--- config.mk ---
export PLATFORM = sky130hd
export DESIGN_NAME = decode_stage
export DESIGN_NICKNAME = d
export VERILOG_FILES = /design/src/rtl/decode_stage.sv
export SDC_FILE = /design/constraint.sdc
export NUM_CORES = 2
export LEC_CHECK = 0
export BUFFER_PORTS_ARGS = -buffer_cell sky130_fd_sc_hd__buf_2
export CAP_MARGIN = 20
export CORE_MARGIN = 5
export CORE_UTILIZATION = 60
export DETAILED_ROUTE_END_ITERATION = 6
export HOLD_SLACK_MARGIN = 0.1
export PLACE_DENSITY = 0.81
export SLEW_MARGIN = 20
export SYNTH_ARGS = -nofsm -noshare
export SYNTH_HDL_FRONTEND = slang
export SYNTH_SLANG_ARGS = --single-unit
--- constraint.sdc ---
create_clock -name CLOCK -period 7.4 [get_ports CLOCK]
set_clock_uncertainty 0.15 [all_clocks]
set_input_delay 0.37 -clock CLOCK [delete_from_list [all_inputs] [get_ports CLOCK]]
set_output_delay 0.37 -clock CLOCK [all_outputs]
set_load 0.01 [all_outputs]
--- src/rtl/decode_stage.sv ---
// Decode stage: input holding register, 32x32 register file with write-through
// bypass, immediate generation, load-use stall detection and a registered decode bundle.
module decode_stage #(
    parameter logic [31:0] NOP_INSTR = 32'h0000_0013,
    parameter int          XLEN      = 32
) (
    input  logic            CLOCK,
    input  logic            RESET,
    input  logic            IF_VALID,
    input  logic [31:0]     IF_IR,
    input  logic [XLEN-1:0] IF_PC,
    input  logic [XLEN-1:0] IF_PC_4,
    input  logic            FLUSH,
    input  logic            EX_MEM_READ,
    input  logic [4:0]      EX_RD,
    input  logic            WB_REG_WRITE,
    input  logic [4:0]      WB_RD,
    input  logic [XLEN-1:0] WB_DATA,
    output logic            PC_WRITE,
    output logic            DE_VALID,
    output logic [31:0]     DE_IR,
    output logic [XLEN-1:0] DE_PC,
    output logic [XLEN-1:0] DE_PC_4,
    output logic [4:0]      DE_RS1,
    output logic [4:0]      DE_RS2,
    output logic [4:0]      DE_RD,
    output logic [XLEN-1:0] DE_RS1_DATA,
    output logic [XLEN-1:0] DE_RS2_DATA,
    output logic [XLEN-1:0] DE_IMM
);

    localparam logic [6:0] OP_IMM   = 7'b0010011;
    localparam logic [6:0] OP_LOAD  = 7'b0000011;
    localparam logic [6:0] OP_JALR  = 7'b1100111;
    localparam logic [6:0] OP_STORE = 7'b0100011;
    localparam logic [6:0] OP_BR    = 7'b1100011;
    localparam logic [6:0] OP_LUI   = 7'b0110111;
    localparam logic [6:0] OP_AUIPC = 7'b0010111;
    localparam logic [6:0] OP_JAL   = 7'b1101111;
    localparam logic [6:0] OP_REG   = 7'b0110011;

    logic            hr_valid;
    logic [31:0]     hr_ir;
    logic [XLEN-1:0] hr_pc;
    logic [XLEN-1:0] hr_pc4;

    logic [XLEN-1:0] regs [32];

    logic [6:0]      opcode;
    logic [4:0]      rs1;
    logic [4:0]      rs2;
    logic [4:0]      rd;
    logic            rs1_used;
    logic            rs2_used;
    logic [XLEN-1:0] imm;
    logic [XLEN-1:0] rs1_data;
    logic [XLEN-1:0] rs2_data;
    logic            stall;

    assign opcode = hr_ir[6:0];
    assign rs1    = hr_ir[19:15];
    assign rs2    = hr_ir[24:20];
    assign rd     = hr_ir[11:7];

    always_comb begin
        imm      = '0;
        rs1_used = 1'b1;
        rs2_used = 1'b0;
        case (opcode)
            OP_IMM, OP_LOAD, OP_JALR:
                imm = {{20{hr_ir[31]}}, hr_ir[31:20]};
            OP_STORE: begin
                imm      = {{20{hr_ir[31]}}, hr_ir[31:25], hr_ir[11:7]};
                rs2_used = 1'b1;
            end
            OP_BR: begin
                imm      = {{19{hr_ir[31]}}, hr_ir[31], hr_ir[7], hr_ir[30:25], hr_ir[11:8], 1'b0};
                rs2_used = 1'b1;
            end
            OP_LUI, OP_AUIPC: begin
                imm      = {hr_ir[31:12], 12'b0};
                rs1_used = 1'b0;
            end
            OP_JAL: begin
                imm      = {{11{hr_ir[31]}}, hr_ir[31], hr_ir[19:12], hr_ir[20], hr_ir[30:21], 1'b0};
                rs1_used = 1'b0;
            end
            OP_REG:
                rs2_used = 1'b1;
            default: imm = '0;
        endcase
    end

    // A writeback to the register being read this cycle is forwarded straight through.
    always_comb begin
        rs1_data = regs[rs1];
        rs2_data = regs[rs2];
        if (WB_REG_WRITE && WB_RD == rs1) rs1_data = WB_DATA;
        if (WB_REG_WRITE && WB_RD == rs2) rs2_data = WB_DATA;
        if (rs1 == 5'd0) rs1_data = '0;
        if (rs2 == 5'd0) rs2_data = '0;
    end

    assign stall = hr_valid && EX_MEM_READ && (EX_RD != 5'd0) &&
                   ((EX_RD == rs1 && rs1_used) || (EX_RD == rs2 && rs2_used));

    assign PC_WRITE = !stall || FLUSH;

    always_ff @(posedge CLOCK) begin
        if (!RESET) begin
            for (int i = 0; i < 32; i++) regs[i] <= '0;
        end else if (WB_REG_WRITE && WB_RD != 5'd0) begin
            regs[WB_RD] <= WB_DATA;
        end
    end

    always_ff @(posedge CLOCK) begin
        if (!RESET) begin
            hr_valid <= 1'b0;
            hr_ir    <= NOP_INSTR;
            hr_pc    <= '0;
            hr_pc4   <= '0;
        end else if (FLUSH) begin
            hr_valid <= 1'b0;
        end else if (!stall) begin
            hr_valid <= IF_VALID;
            hr_ir    <= IF_IR;
            hr_pc    <= IF_PC;
            hr_pc4   <= IF_PC_4;
        end
    end

    // Flush, stall and an empty holding register all send a bubble downstream.
    always_ff @(posedge CLOCK) begin
        if (!RESET || FLUSH || stall || !hr_valid) begin
            DE_VALID    <= 1'b0;
            DE_IR       <= NOP_INSTR;
            DE_PC       <= '0;
            DE_PC_4     <= '0;
            DE_RS1      <= '0;
            DE_RS2      <= '0;
            DE_RD       <= '0;
            DE_RS1_DATA <= '0;
            DE_RS2_DATA <= '0;
            DE_IMM      <= '0;
        end else begin
            DE_VALID    <= 1'b1;
            DE_IR       <= hr_ir;
            DE_PC       <= hr_pc;
            DE_PC_4     <= hr_pc4;
            DE_RS1      <= rs1;
            DE_RS2      <= rs2;
            DE_RD       <= rd;
            DE_RS1_DATA <= rs1_data;
            DE_RS2_DATA <= rs2_data;
            DE_IMM      <= imm;
        end
    end

endmodule

==> impl_results.md <==
- Via count of the first global-routing pass: 48,100
- Estimated wirelength of the detail-placed design: 139,500 um
- Type of the setup path with the least slack: reg2reg
- Initial antenna violation count: 31
- Cts bufs inserted: 137
- Cell type group with the largest total delay on the critical path: simple AND/OR/NAND/NOR gates
- Post-CTS sizing: 0
- Avg Synthesized Cell Area: 13.17 sq um
- Top cell type by total area after synthesis: sky130_fd_sc_hd__edfxtp_1
- Required time of the worst setup path: 7.81 ns
- Fraction of final layout cells with drive strength greater than 1: 23.42%
- Detailed-route wire length per cell: 34.56 um
- P&R area growth vs syn: 14.93%
- Clock transition at the registers of the reported paths: 0.06 ns
- Fraction of synthesis flops using an asynchronous set or reset pin: 0%
- Result of the run: finished with violations
- Vias per inst: 7.141
- Cell Count Post-Placement: 6,308
- Failing checks: DRC
- Post-synthesis instance area: 64,650 sq um
- Number of buffers inserted by hold repair at cts: 193
- Die boundary width: 338.3 um
- Largest net degree at the start of global routing: 131
- Post-synthesis sequential area ratio: 56.54%
- Final antenna-violating net count: 0
- Initial DRC Count: 8,508
- Max clock buf depth: 3
- CTS Root Buffer Type: sky130_fd_sc_hd__clkbuf_16
- Setup repair after global routing missed its margin: no
- FF+latch count, synth: 1,314
- Overall die area: 114,400 sq um
- Number of ports placed on the die boundary: 353
- IO buf count: 352
- Number of flops mapped to enable cells by yosys: 1,024
- WP data arrival: 4.97 ns
- Leading register cell type out of synthesis: sky130_fd_sc_hd__edfxtp_1
- Slew at the pin with the worst max-slew slack: 1.271 ns
- Worst min-delay path category: in2reg
- Area of the core: 107,100 sq um
- First-pass DRT Iterations: 7
- Worst slew margin relative to its limit: 14.83%
- Nature of the critical path startpoint: register
- Number of buffers inserted by post-CTS setup repair: 0
- CP cell instances: buf_4 -> buf_4 -> nand3b_1 -> o22ai_1 -> nor4b_1 -> a211o_1 -> a21oi_1
- Global-route wire length before repair: 334,700 um
- Final period utilization: 61.67%
- Most frequent cell on the critical path: sky130_fd_sc_hd__buf_4
- Total buffers and inverters traversed by the critical path: 2
- Final Hold Violating Endpoints: 0
- Number of pins exceeding their max-slew limit in the final report: 0
- Number of sinks on the clock net: 1,314
- Number of levels in the clock H-tree: 4
- Count of final setup violators: 0
- Yosys top cell area share: 47.56%
- Max stage delay cell, worst path: sky130_fd_sc_hd__nor4b_1
- Total vias in the final route: 48,392
- Leakage: 26.64 nW
- Setup_tns: 0 ns
- Gp weighted congestion: 0.9609
- Critical path peak fanout: 37
- Power per unit of standard cell area: 238.6 nW/um^2
- Number of non-filler instances in the completed layout: 6,777
- Minimum clock period: 4.564 ns
- Clk_lat worst skew: 0.78 ns
- Final net count: 5,383
- CP endpoint kind: register
- Fillcell total: 6,885
- Total overflow reported by the global router: 0
- Peak ir drop on the vdd network: 0.0002741 V
- Highest cell delay on the worst timing path: 1.05 ns
- Synthesized netlist cell count: 4,907
- Die extent in y: 338.3 um
- Number of library cell types mapped by synthesis: 66
- Number of max-cap violations: 0
- Fmax: 219.1 MHz
- Synth warn: 0
- Remaining DRCs: 33
- Initial Util: 60.39%
- TritonCTS clock tree: done
- Overall global routing resource usage: 39.94%
- Cell types with the largest area share after synthesis: sky130_fd_sc_hd__edfxtp_1 (48%), sky130_fd_sc_hd__and2_1 (11%), sky130_fd_sc_hd__mux4_2 (10%)
- Leading cell type in the layout, fill and taps excluded: sky130_fd_sc_hd__and2_1
- Highest-count cells in the layout ignoring fill and taps: sky130_fd_sc_hd__and2_1 (1,086), sky130_fd_sc_hd__edfxtp_1 (1,024), sky130_fd_sc_hd__mux2i_1 (363)
- Routed wire length: 234,200 um
- Number of core rows: 120
cell type report:
type	instances	area, sq um	share of cell area [%]
Antenna cell	23	57.56	0.07747
Clock buffer	192	3929	5.288
Clock inverter	59	654.4	0.8808
Inverter	8	30.03	0.04042
Multi-Input combinational cell	3107	26540	35.72
Sequential cell	1314	36580	49.24
Tap cell	1403	1755	2.363
Timing Repair Buffer	671	4750	6.393
cell families after synthesis:
family,Yosys count,synth area share [%]
compound gates,562,6.127
xor+xnor,20,0.2710
buf+inv,517,3.399
flops,1314,56.54
mux,817,18.63
other cells,1,0.005801
simple gates,1676,15.02
synthesized netlist by cell type, types with 48 or more instances:
cell and number:
sky130_fd_sc_hd__a21oi_1 94, sky130_fd_sc_hd__a22oi_1 58, sky130_fd_sc_hd__and2_1 1088, sky130_fd_sc_hd__buf_2 103, sky130_fd_sc_hd__clkbuf_1 349, sky130_fd_sc_hd__dfxtp_1 290
sky130_fd_sc_hd__edfxtp_1 1024, sky130_fd_sc_hd__mux2_2 161, sky130_fd_sc_hd__mux2i_1 363, sky130_fd_sc_hd__mux4_2 293, sky130_fd_sc_hd__nand2_1 278, sky130_fd_sc_hd__nor2_1 94
sky130_fd_sc_hd__nor3_1 48, sky130_fd_sc_hd__o21ai_0 48, sky130_fd_sc_hd__o22ai_1 141
path summary, 6_finish.rpt:
check              start         endpoint  slack (ns)  cells past startpoint
max            hr_ir[16]  DE_RS1_DATA[25]        2.84                      7
min          WB_DATA[17]  DE_RS1_DATA[17]        0.13                      3
max reg2reg    hr_ir[16]  DE_RS1_DATA[25]        2.84                      7
min reg2reg    hr_pc[24]        DE_PC[24]        0.30                      1
per-layer routing:
| layer | up-vias | track usage (%) | wire [um] | share of wire, % |
|---|---|---|---|---|
| li1 | 18934 | - | - | - |
| met1 | 23313 | 49.33 | 75180 | 32 |
| met2 | 4991 | 58.24 | 100500 | 43 |
| met3 | 1142 | 15.71 | 38410 | 16 |
| met4 | 12 | 27.21 | 20100 | 8.6 |
| met5 | - | 0 | 65 | 0.028 |
tightest hold or removal path, delay by kind of cell:
kind	cells	cell delay [ns]
simple gates	2	0.32
buf+inv	1	0.30
metrics by stage:
stage	worst slack [ns]	total power, mW	hold slack (ns)	util (%)	instance area (sq um)
after floorplan	3.022	9.789	0.2796	-	64760
after global placement	3.163	10.46	0.2874	63.18	67640
after detailed placement	3.160	10.52	0.2901	63.23	67690
after CTS	3.132	17.53	0.1129	69.32	74210
after global routing	3.016	18.08	0.1680	69.37	74270
final	2.836	17.73	0.1325	69.40	74300
power breakdown:
part	total [mW]	switching [mW]	internal [mW]
sequential	8.56	0.251	8.30
combinational	2.03	1.24	0.795
clock	7.14	3.00	4.14
registers in the layout, indices dropped and copies added (netlist names):
signal / count
regs: 1024
DE_IR: 32
DE_IMM: 32
hr_pc4: 32
DE_RS2_DATA: 32
hr_valid: 1
DE_RS1_DATA: 32
DE_PC_4: 32
DE_PC: 32
hr_ir: 32
hr_pc: 32
DE_VALID: 1
Power figures use the tool's default switching activity.
